## config.mk

```make
export PLATFORM = sky130hd
export DESIGN_NAME = seq_gen
export DESIGN_NICKNAME = d
export VERILOG_FILES = /design/src/rtl/seq_pkg.sv /design/src/rtl/seq_shreg.sv /design/src/rtl/seq_gen.sv
export SDC_FILE = /design/constraint.sdc
export NUM_CORES = 1
export LEC_CHECK = 0
export ABC_AREA = 0
export CORE_MARGIN = 3
export CORE_UTILIZATION = 35
export DETAILED_ROUTE_END_ITERATION = 6
export SLEW_MARGIN = 20
export SYNTH_ARGS = -nofsm -noshare
export SYNTH_HDL_FRONTEND = slang
export SYNTH_HIERARCHICAL = 1
export SYNTH_SLANG_ARGS = --single-unit
```

## constraint.sdc

```tcl
create_clock -name clk -period 1.73 [get_ports clk]
set_input_delay 0.4325 -clock clk [delete_from_list [all_inputs] [get_ports clk]]
set_output_delay 0.4325 -clock clk [all_outputs]
set_load 0.1 [all_outputs]
```

## src/rtl/seq_pkg.sv

```systemverilog
// Shared encodings and constants for the serial pattern transmitter (seq_gen).
package seq_pkg;

  typedef enum logic [3:0] {
    ST_IDLE  = 4'b0001,
    ST_SHIFT = 4'b0010,
    ST_GAP   = 4'b0100,
    ST_DONE  = 4'b1000
  } seq_state_e;

  // Pattern the downstream sequence detector is built to recognise.
  localparam logic [3:0] SEQ_PAT_DEFAULT = 4'b0101;
  localparam logic       SEQ_IDLE_VAL    = 1'b1;

endpackage

```

## src/rtl/seq_shreg.sv

```systemverilog
// Load/rotate pattern register: keeps the latched pattern and a working copy
// that rotates left one bit per transmitted bit and reloads at each repetition.
module seq_shreg #(
  parameter int PAT_W = 4
) (
  input  logic             clk,
  input  logic             rst,
  input  logic             load,
  input  logic             reload,
  input  logic             rot,
  input  logic [PAT_W-1:0] pat_in,
  output logic             nxt_bit,
  output logic             pat_msb
);

  logic [PAT_W-1:0] pat_q;
  logic [PAT_W-1:0] sh_q;

  always_ff @(posedge clk or posedge rst) begin
    if (rst) begin
      pat_q <= '0;
      sh_q  <= '0;
    end else if (load) begin
      pat_q <= pat_in;
      sh_q  <= pat_in;
    end else if (reload) begin
      sh_q  <= pat_q;
    end else if (rot) begin
      sh_q  <= {sh_q[PAT_W-2:0], sh_q[PAT_W-1]};
    end
  end

  // sh_q MSB is the bit currently on the line, so the bit after it sits one below.
  assign nxt_bit = sh_q[PAT_W-2];
  assign pat_msb = pat_q[PAT_W-1];

endmodule

```

## src/rtl/seq_gen.sv

```systemverilog
// Serial test-pattern transmitter, MSB first, repeated reps times.
// Define SEQ_GEN_GAP_EN to insert GAP_CYC idle cycles between repetitions.
module seq_gen
  import seq_pkg::*;
#(
  parameter int   PAT_W    = 4,
  parameter int   CNT_W    = 8,
  parameter logic IDLE_VAL = SEQ_IDLE_VAL,
  parameter int   GAP_CYC  = 2
) (
  input  logic             clk,
  input  logic             rst,
  input  logic             start,
  input  logic [PAT_W-1:0] pattern,
  input  logic [CNT_W-1:0] reps,
  output logic             dout,
  output logic             dout_vld,
  output logic             busy,
  output logic             done
);

  localparam int BIT_W = $clog2(PAT_W);

  if (PAT_W < 2 || GAP_CYC < 1) begin : g_param_chk
    $error("seq_gen: PAT_W must be >= 2 and GAP_CYC >= 1");
  end

  seq_state_e       state_q, state_d;
  logic [BIT_W-1:0] bit_q, bit_d;
  logic [CNT_W-1:0] rep_q, rep_d;
  logic             load, reload, rot;
  logic             nxt_bit, pat_msb;
  logic             dout_d, vld_d, busy_d, done_d;
`ifdef SEQ_GEN_GAP_EN
  localparam int GAP_W = $clog2(GAP_CYC + 1);
  logic [GAP_W-1:0] gap_q, gap_d;
`endif

  seq_shreg #(.PAT_W(PAT_W)) u_shreg (
    .clk     (clk),
    .rst     (rst),
    .load    (load),
    .reload  (reload),
    .rot     (rot),
    .pat_in  (pattern),
    .nxt_bit (nxt_bit),
    .pat_msb (pat_msb)
  );

  // Output values are computed for the next cycle so every output is a flop.
  always_comb begin
    state_d = state_q;
    bit_d   = bit_q;
    rep_d   = rep_q;
    load    = 1'b0;
    reload  = 1'b0;
    rot     = 1'b0;
    dout_d  = IDLE_VAL;
    vld_d   = 1'b0;
    busy_d  = 1'b0;
    done_d  = 1'b0;
`ifdef SEQ_GEN_GAP_EN
    gap_d   = gap_q;
`endif
    case (state_q)
      ST_IDLE: begin
        if (start) begin
          load  = 1'b1;
          rep_d = reps;
          bit_d = '0;
          if (reps == '0) begin
            state_d = ST_DONE;
            done_d  = 1'b1;
          end else begin
            state_d = ST_SHIFT;
            dout_d  = pattern[PAT_W-1];
            vld_d   = 1'b1;
            busy_d  = 1'b1;
          end
        end
      end
      ST_SHIFT: begin
        busy_d = 1'b1;
        if (bit_q == BIT_W'(PAT_W - 1)) begin
          bit_d = '0;
          rep_d = rep_q - 1'b1;
          if (rep_q == CNT_W'(1)) begin
            state_d = ST_DONE;
            done_d  = 1'b1;
            busy_d  = 1'b0;
          end else begin
`ifdef SEQ_GEN_GAP_EN
            state_d = ST_GAP;
            gap_d   = '0;
`else
            reload  = 1'b1;
            dout_d  = pat_msb;
            vld_d   = 1'b1;
`endif
          end
        end else begin
          bit_d  = bit_q + 1'b1;
          rot    = 1'b1;
          dout_d = nxt_bit;
          vld_d  = 1'b1;
        end
      end
`ifdef SEQ_GEN_GAP_EN
      ST_GAP: begin
        busy_d = 1'b1;
        if (gap_q == GAP_W'(GAP_CYC - 1)) begin
          state_d = ST_SHIFT;
          reload  = 1'b1;
          dout_d  = pat_msb;
          vld_d   = 1'b1;
        end else begin
          gap_d = gap_q + 1'b1;
        end
      end
`endif
      ST_DONE: state_d = ST_IDLE;
      default: state_d = ST_IDLE;
    endcase
  end

  always_ff @(posedge clk or posedge rst) begin
    if (rst) begin
      state_q  <= ST_IDLE;
      bit_q    <= '0;
      rep_q    <= '0;
      dout     <= IDLE_VAL;
      dout_vld <= 1'b0;
      busy     <= 1'b0;
      done     <= 1'b0;
    end else begin
      state_q  <= state_d;
      bit_q    <= bit_d;
      rep_q    <= rep_d;
      dout     <= dout_d;
      dout_vld <= vld_d;
      busy     <= busy_d;
      done     <= done_d;
    end
  end

`ifdef SEQ_GEN_GAP_EN
  always_ff @(posedge clk or posedge rst) begin
    if (rst) gap_q <= '0;
    else     gap_q <= gap_d;
  end
`endif

endmodule
```

Yosys cells after proc, flatten, opt, wreduce, memory -nomap -nowiden
Index checks and enable logic that the tools add are counted.
- equality and inequality tests: 7
- multipliers: 0
- div/mod/pow operators: 0
- mux-type cells: 35
- reductions and logical operators: 6
- bitwise logic cells: 0
- add/subtract/negate cells: 2
- shift-type cells: 0
- $lt $le $gt $ge: 0
- operators by type and width (kind ; number):
    $mux 4 ; 7
    $mux 1 ; 18
    $mux 8 ; 2
    $pmux 8 s2 ; 1
    $eq 8x1->1 const B ; 1
    $logic_not 8->1 ; 1
    $pmux 4 s2 ; 1
    $sub 8x1->8 const B ; 1
    $ne 2x2->1 const B ; 3
    $pmux 1 s2 ; 3
    $reduce_and 3->1 ; 2
    $eq 4x1->1 const B ; 1
    $eq 4x2->1 const B ; 1
    $mux 2 ; 2
    $pmux 2 s2 ; 1
    $reduce_bool 3->1 ; 1
    $add 2x1->2 const B ; 1
    $eq 2x2->1 const B ; 1
    $reduce_and 2->1 ; 1
    $reduce_bool 2->1 ; 1
- register bits after elaboration: 25
- output and inout bits: 4
- ROM bits: 0
- input bits: 15
- memories: 0
- bits in writable memories: 0
- word-level logic and storage cells: 58
- latch bits: 0

Depth between registers and ports, before layout
Gate-level depths: netlist (run 1).
- word-level depth: 6
- depth in mapped cells: 8
- mapped depth without buffers: 7

Modules after synthesis
Netlist (run 1), hierarchy kept.
- modules (own cells, without submodules) (module ; times used ; area each (µm²) ; cells an instance ; seq. area each (µm²)):
    seq_gen ; 1 ; 899.6 ; 94 ; 402.9
    seq_shreg ; 1 ; 375.4 ; 40 ; 200.2

Worst setup path after synthesis (run 1)
No wires, ideal clock.
- path kind: register to register
- start: register state_q[3]
- end: register u_shreg.sh_q[0]
- clock period less this slack: 1760 ps
- setup time: 77 ps
- buffers on the path: 2
- arrival time: 1683 ps
- path slack: -30 ps
- required time: 1653 ps
- stages on the path, launching flop included: 9
- path through: dfrtp_1 -> nor3b_1 -> buf_4 -> nand2_1 -> nor2_1 -> buf_6 -> nor2_1 -> a221o_1 -> a21oi_1
- word-level cells in the longest chain between the ends: 4
- elaborated cells between the ends (all ways): 8
- those cells by class: eq/ne (2); mux (5); reduce/logical (1)
- RTL lines (item ; RTL line ; RTL):
    from (decl) ; seq_gen.sv:28 ; seq_state_e state_q, state_d;
    from (signal assigned) ; seq_gen.sv:136 ; state_q <= state_d;
    $eq 4x2->1 * ; seq_gen.sv:65 ; case (state_q)
    $mux 1 * ; seq_gen.sv:65 ;
    named net reload ; seq_gen.sv:31 ; logic load, reload, rot;
    $mux 4 ; seq_shreg.sv:26 ; end else if (reload) begin
    $mux 4 ; seq_shreg.sv:23 ; end else if (load) begin
    to (signal assigned) ; seq_shreg.sv:25 ; sh_q <= pat_in;
    to (signal assigned) ; seq_shreg.sv:27 ; sh_q <= pat_q;
    to (signal assigned) ; seq_shreg.sv:29 ; sh_q <= {sh_q[PAT_W-2:0], sh_q[PAT_W-1]};
    to (decl) ; seq_shreg.sv:17 ; logic [PAT_W-1:0] sh_q;
Mark *: on every way through the listed nets, which the timed path passes. The rest lies on a longest branch.
A chain may end at the register's enable or synchronous reset.

Worst setup path after layout (run 1)
- start: register rep_q[6]
- end: register u_shreg.sh_q[2]
- word-level cells in the longest chain between the ends: 6
- elaborated cells between the ends (all ways): 7
- those cells by class: eq/ne (1); mux (5); reduce/logical (1)
- RTL lines (item ; RTL line ; RTL):
    from (decl) ; seq_gen.sv:30 ; logic [CNT_W-1:0] rep_q, rep_d;
    from (signal assigned) ; seq_gen.sv:138 ; rep_q <= rep_d;
    $eq 8x1->1 * ; seq_gen.sv:87 ; if (rep_q == CNT_W'(1)) begin
    $mux 1 * ; seq_gen.sv:87 ;
    $mux 1 * ; seq_gen.sv:84 ; if (bit_q == BIT_W'(PAT_W - 1)) begin
    $mux 1 * ; seq_gen.sv:65 ;
    named net reload ; seq_gen.sv:31 ;
    $mux 4 ; seq_shreg.sv:26 ;
    $mux 4 ; seq_shreg.sv:23 ;
Marks and branches as above.

==> summary.md, run 1 <==
| Metric | Value |
|---|---|
| Final Max Tran Viols | 0 |
| Post-Route WL | 2850 µm |
| Port Buffer Count | 18 |
| Setup TNS after final layout | 0 ns |
| Wire per inst | 13.0 µm |
| Critical Path RT | 1.96 ns |
| Max IR drop VDD | 0.749 mV |
| Slew headroom | 74.1% |
| Seq pwr share | 35.3% |
| Pwr Total | 2.83 mW |
| Clk sink count | 24 |
| Net Sw Frac | 41.0% |
| Nets | 192 |
| Setup violations, final | 0 |
| Grt total ovfl | 0 |
| Synthesized area | 0.00127 mm² |
| CTS root buf | clkbuf_4 |
| Leak | 0.794 nW |
| Seq/Total Area, Yosys | 47.3% |
| Die area | 0.00440 mm² |
| Initial Util | 37.3% |
| Worst Tran Pin Value | 0.385 ns |
| Combinational power share | 54.4% |
| Hold_buf cts | 0 |
| 1st-pass router iterations | 4 |
| Tcrit/Tclk final | 94.6% |
| Dpl hpwl | 2170 µm |
| Overall routing resource usage | 14.9% |
| Final hold vios | 0 |
| Min Tclk post-route | 1.64 ns |
| Crit-path max FO | 7 |
| Power per standard cell area | 1620 mW/mm² |
| Post-synth net total | 152 |
| Crit path arrival time | 1.87 ns |
| Row count | 21 |
| Top FF cell, synth | dfrtp_1 |
| CTS tree | done |
| WS Path Type | register to register |
| Mapped Cells | 134 |
| Post-synth EDFFs | 0 |
| Clk buf depth | 2 |
| Clock power share | 10.3% |
| First-pass GRT wire length | 5160 µm |
| Fmax | 0.611 GHz |
| Gpl congestion | 0.840 |
| Post-Route Utilization | 50.9% |
| Worst setup SP type | register |
| IO Pins | 19 |
| Synth top area cells | dfrtp_1, nor2_1, dfstp_2 |
| Core area | 0.00342 mm² |
| DRT iter0 DRCs | 42 |
| Share of Yosys cell area claimed by the top area cell type | 43.2% |
| Worst-skew pair later-pin latency | 0.30 ns |
| # fillers | 326 |
| Share of cells above drive strength 1 | 27.7% |
| Die H | 66.4 µm |
| Vias per cell | 5.04 |
| Syn_area_per_cell | 9.51 µm² |
| Number of buffers created by CTS | 3 |
| Synth cell count leaders | dfrtp_1, nor2_1, inv_1, a21oi_1 |
| Layout Skew | 0.00709 ns |
| Placed cell count | 211 |
| Antenna viol nets, final | 0 |
| H-tree levels | 1 |
| Hold Path Class | input port to async pin |
| Count of cell types in the netlist | 40 |
| Internal power | 1.67 mW |
| Async SR Flop Fraction | 100% |
| N_diodes | 0 |
| Final Non-Filler Cells | 219 |
| Synth warn | 6 |
| Initial antenna violation count | 0 |
| DRC viols | 0 |
| Max Cap Viol | 0 |
| Seq cells post-synth | 24 |
| Largest net degree at the start of global routing | 17 |
| Die X | 66.4 µm |
| Top-count cell post-synth | dfrtp_1 |
| Synth area leader | dfrtp_1 |
| Vias in the first global route | 1158 |
| P_sw | 1.16 mW |
| Type of destination of the critical path | register |
| Area grow syn2layout | 36.4% |
| Status | complete, no violations |
| Clk pin slew, worst setup/hold paths | 0.13 ns |
| Via Count | 1104 |
[cell usage in the layout, fill, tap and decap left out, types with 3 or more instances in the layout]
cell type / netlist / final
nor3_1: 4 / 3
buf_12: 0 / 4
ha_1: 3 / 3
nand2_1: 8 / 8
dfrtp_1: 22 / 21
inv_1: 10 / 10
a21oi_1: 9 / 9
o21ai_1: 6 / 6
a221o_1: 3 / 3
nor2_1: 17 / 16
o21ai_0: 8 / 8
nand3_1: 5 / 5
clkdlybuf4s50_1: 0 / 14
clkbuf_4: 0 / 3
buf_4: 2 / 23
[path summary, 6_finish.rpt]
| check | start | to | slack (ns) | cells after the start |
|---|---|---|---|---|
| max in group asynchronous | rst | dout | 1.03 | 3 |
| worst min-delay path | rst | u_shreg/sh_q[0] | 0.39 | 2 |
| worst min register to register | bit_q[1] | bit_q[1] | 0.52 | 1 |
| min in group clk | bit_q[1] | bit_q[1] | 0.52 | 1 |
| worst max register to register | rep_q[6] | u_shreg/sh_q[2] | 0.09 | 6 |
| worst max-delay path | rep_q[6] | u_shreg/sh_q[2] | 0.09 | 6 |
[layer usage]
layer	vias to the layer above	share of wire, %	wire, µm	track usage, %
met3	2	3.0	87	2.04
met4	0	0.74	21	4.06
met2	18	47	1350	24.0
li1	556	-	-	-
met5	-	0	0	0
met1	528	49	1390	20.7
[logic make-up (layout without fill, tap and decap cells)]
family | count (synthesis) | after routing | synth area share (%)
adders and majority gates | 3 | 3 | 2.94
and+or+nand+nor | 49 | 49 | 20.9
AOI/OAI and AO/OA | 40 | 40 | 20.2
buffers and inverters | 17 | 56 | 7.75
muxes | 1 | 1 | 0.883
DFF | 24 | 24 | 47.3
[area by class of cell]
type	count	area, µm²	share of cell area [%]
flip-flops and latches	24	604	34.7
multi-input cells	93	599	34.5
clock buffers	4	36.3	2.09
well taps	46	57.6	3.31
repair buffers	42	404	23.2
inverters	10	37.5	2.16
[critical path: stages (launching register included)]
cell and delay (ns):
dfrtp_1 0.44, nor3_4 0.22, and4_4 0.28, nor2_4 0.04, buf_6 0.13, a221o_1 0.33
a21oi_1 0.13
[power groups by stage]
| stage | Combinational, mW | Clock [mW] | Sequential [mW] |
|---|---|---|---|
| after detailed placement | 1.45 | 0 | 0.993 |
| after global placement | 1.42 | 0 | 0.981 |
| final | 1.54 | 0.292 | 0.996 |
| after global routing | 1.69 | 0.345 | 1.03 |
| after floorplan | 0.826 | 0 | 1.11 |
| after CTS | 1.49 | 0.311 | 0.983 |
[registers in the layout, indices dropped and copies added (netlist names)]
name / count
bit_q: 2
busy: 1
done: 1
dout: 1
rep_q: 8
state_q: 3
u_shreg/pat_q: 4
u_shreg/sh_q: 4
[stage by stage]
| stage | area [µm²] | setup slack (ns) | hold slack (ns) |
|---|---|---|---|
| 3_3_place_gp | 1650 | -0.159 | 0.490 |
| 6_report | 1740 | 0.0926 | 0.394 |
| 3_5_place_dp | 1650 | -0.224 | 0.492 |
| 5_1_grt | 1740 | -0.00611 | 0.411 |
| 4_1_cts | 1710 | 0.00461 | 0.396 |
| 2_1_floorplan | 1280 | 0.0224 | 0.248 |
[repair_timing]
action / 4_1_cts / 5_1_grt
hold endpoints to repair: 0 / 0
gates resized for setup: 2 / 4
setup buffers: 2 / 2
endpoints found under the setup margin: 4 / 4
pin swaps: 2 / 5
Note: power is estimated with default switching activity, not from simulation.
==> run 2: changes to the inputs <==
--- a/config.mk
+++ b/config.mk
@@ -8,6 +8,7 @@
 export ABC_AREA = 0
 export CORE_MARGIN = 3
 export CORE_UTILIZATION = 35
+export CTS_CLUSTER_SIZE = 25
 export DETAILED_ROUTE_END_ITERATION = 6
 export SLEW_MARGIN = 20
 export SYNTH_ARGS = -nofsm -noshare
==> results of run 2 <==
The final DEF is identical to that of run 1; final timing and power are the same.
==> run 3: changes to the inputs <==
--- a/config.mk
+++ b/config.mk
@@ -6,10 +6,12 @@
 export NUM_CORES = 1
 export LEC_CHECK = 0
 export ABC_AREA = 0
+export CAP_MARGIN = 20
 export CORE_MARGIN = 3
 export CORE_UTILIZATION = 35
 export CTS_CLUSTER_SIZE = 25
 export DETAILED_ROUTE_END_ITERATION = 6
+export GPL_TIMING_DRIVEN = 0
 export SLEW_MARGIN = 20
 export SYNTH_ARGS = -nofsm -noshare
 export SYNTH_HDL_FRONTEND = slang
==> run 3 against run 2 <==
Clock power is essentially flat. Largest cell class is now multi-input combinational cells. The flow now finishes with violations (setup timing). Via count shrank 1.5%. Non-clock buffer count shrank 10. Power shrank 2.6%. Global-route usage shrank 0.73 points. Cell count shrank 4.1%. Wire length grew 0.77%. Sequential power grew 4%. Register-to-register slack lost 0.098 ns. Critical path depth is the same.
==> summary.md, run 3 (synthesis gave the netlist of run 1 again) <==
| Metric | Value |
|---|---|
| Busiest grt layer | met2 |
| Crit-path max FO | 5 |
| Die X | 66.4 µm |
| Worst setup SP type | register |
| CTS root buf | clkbuf_4 |
| Number of buffers created by CTS | 3 |
| Internal power | 1.55 mW |
| H-tree levels | 1 |
| Final Non-Filler Cells | 210 |
| Final hold vios | 0 |
| Net Sw Frac | 43.6% |
| FF-to-FF path depth | 6 |
| Overall routing resource usage | 14.2% |
| CTS tree | done |
| Die H | 66.4 µm |
| Row count | 21 |
| Slew headroom | 59.9% |
| Nets | 183 |
| Core area | 0.00342 mm² |
| WS Path Type | register to register |
| Post-Route Utilization | 49.5% |
| Leading cell type in the layout, fill and taps excluded | dfrtp_1 |
| Leak | 0.739 nW |
| Crit path arrival time | 1.95 ns |
| Grt met1 use | 19.0% |
| RR Startpoint | rep_q[4] |
| Failing checks | setup timing |
| Power per standard cell area | 1630 mW/mm² |
| Placed cell count | 198 |
| Gpl congestion | 0.795 |
| Via Count | 1087 |
| DRC viols | 0 |
| 1st-pass router iterations | 4 |
| Vias per cell | 5.18 |
| Met3 usage | 2.21% |
| Worst setup margin | -0.00532 ns |
| Pwr Total | 2.75 mW |
| Min Tclk post-route | 1.74 ns |
| Share of cells above drive strength 1 | 29.9% |
| Clk sink count | 24 |
| Seq pwr share | 37.7% |
| Status | finished with violations |
| Port Buffer Count | 18 |
| Type of destination of the critical path | register |
| Antenna viol nets, final | 0 |
| Dpl hpwl | 2060 µm |
| Hold Path Class | input port to async pin |
| M2 GR Usage | 22.9% |
| DRT iter0 DRCs | 48 |
| Vias in the first global route | 1093 |
| Largest Register | rep_q |
| Top flop regs | rep_q x8, u_shreg/pat_q x4, u_shreg/sh_q x4 |
| Max IR drop VDD | 0.717 mV |
| Clk buf depth | 2 |
| IO Pins | 19 |
| Worst Tran Pin Value | 0.601 ns |
| Critical Path RT | 1.94 ns |
| # fillers | 322 |
| Largest net degree at the start of global routing | 17 |
| FF-to-FF End | u_shreg/sh_q[2] |
| Setup violations, final | 2 |
| Fmax | 0.576 GHz |
| Post-Route WL | 2880 µm |
| Layout Skew | 0.00333 ns |
| N_diodes | 0 |
| Clock power share | 10.6% |
| Design area | 0.00169 mm² |
| Die area | 0.00440 mm² |
| Max Cap Viol | 0 |
| Clk pin slew, worst setup/hold paths | 0.13 ns |
| Register-to-Register Setup Slack | -0.005 ns |
| Unrepaired setup endpoints after global routing | true |
| Grt total ovfl | 0 |
| Tcrit/Tclk final | 100% |
| Area grow syn2layout | 32.7% |
| Max reg flops | 8 |
| Wire per inst | 13.7 µm |
| Initial Util | 37.3% |
| Final Max Tran Viols | 0 |
| First-pass GRT wire length | 4830 µm |
| Combinational power share | 51.7% |
| P_sw | 1.20 mW |
| Worst-skew pair later-pin latency | 0.31 ns |
| Placement Cell Area | 0.00152 mm² |
| Initial antenna violation count | 0 |
| Most frequent cells in the layout | dfrtp_1, clkdlybuf4s50_1, nor2_1 |
run 3: changes by cell type in the layout (fill, tap and decap cells not counted), moves of 3 or more:
cell,before,now
buf_12,4,0
nor2_4,2,7
buf_2,0,3
nor2_1,16,11
buf_4,23,9
run 3: worst max path at each step:
stage | startpoint | end | slack (ns) | depth (start not counted)
6_report | rep_q[4] | u_shreg/sh_q[2] | -0.005 | 6
5_1_grt | rep_q[4] | u_shreg/sh_q[2] | -0.07 | 6
4_1_cts | rep_q[6] | u_shreg/sh_q[3] | 0.007 | 7
3_5_place_dp | dout | dout | -0.31 | 1
3_3_place_gp | dout | dout | -0.31 | 1
2_1_floorplan | rep_q[4] | u_shreg/sh_q[1] | 0.02 | 7
run 3: power groups by stage:
stage | Combinational, mW | Clock [mW] | Sequential, mW
6_report | 1.42 | 0.291 | 1.04
5_1_grt | 1.56 | 0.323 | 1.07
4_1_cts | 1.32 | 0.303 | 1.01
3_5_place_dp | 1.23 | 0 | 1.00
3_3_place_gp | 1.22 | 0 | 0.989
2_1_floorplan | 0.826 | 0 | 1.11
run 3: area by class of cell:
cell class | instances | area (µm²) | share of cell area, %
Inverter | 10 | 37.5 | 2.22
Tap cell | 46 | 57.6 | 3.40
Sequential cell | 24 | 606 | 35.8
Clock buffer | 4 | 36.3 | 2.14
Timing Repair Buffer | 26 | 235 | 13.9
Multi-Input combinational cell | 94 | 666 | 39.3
Buffer | 6 | 53.8 | 3.18
run 3: metrics by stage:
stage	setup WS [ns]	TNS [ns]	hold WS, ns
2_1_floorplan	0.0224	0	0.248
3_3_place_gp	-0.314	-3.25	0.492
3_5_place_dp	-0.314	-3.57	0.492
4_1_cts	0.00674	0	0.386
5_1_grt	-0.0723	-0.217	0.394
6_report	-0.00532	-0.00538	0.385
run 3: routing by layer:
layer / vias to the layer above / wire length [µm]
met3: 2 / 125
met1: 516 / 1380
met2: 28 / 1360
met5: - / 0
met4: 0 / 14
li1: 541 / -
run 3: repair_timing:
| item | 4_1_cts | 5_1_grt |
|---|---|---|
| setup endpoints to repair | 8 | 8 |
| cloned | 0 | 1 |
| resized for setup | 24 | 15 |
| hold buffers | 0 | 0 |
| setup buffers | 5 | 3 |
| pin swaps | 3 | 8 |
run 3: critical path, cell delays in order (launching register included):
cell	delay, ns
dfrtp_2	0.47
nor3_4	0.21
and4_4	0.29
nor2_4	0.06
or3_4	0.44
nor2_1	0.12
a21oi_1	0.05
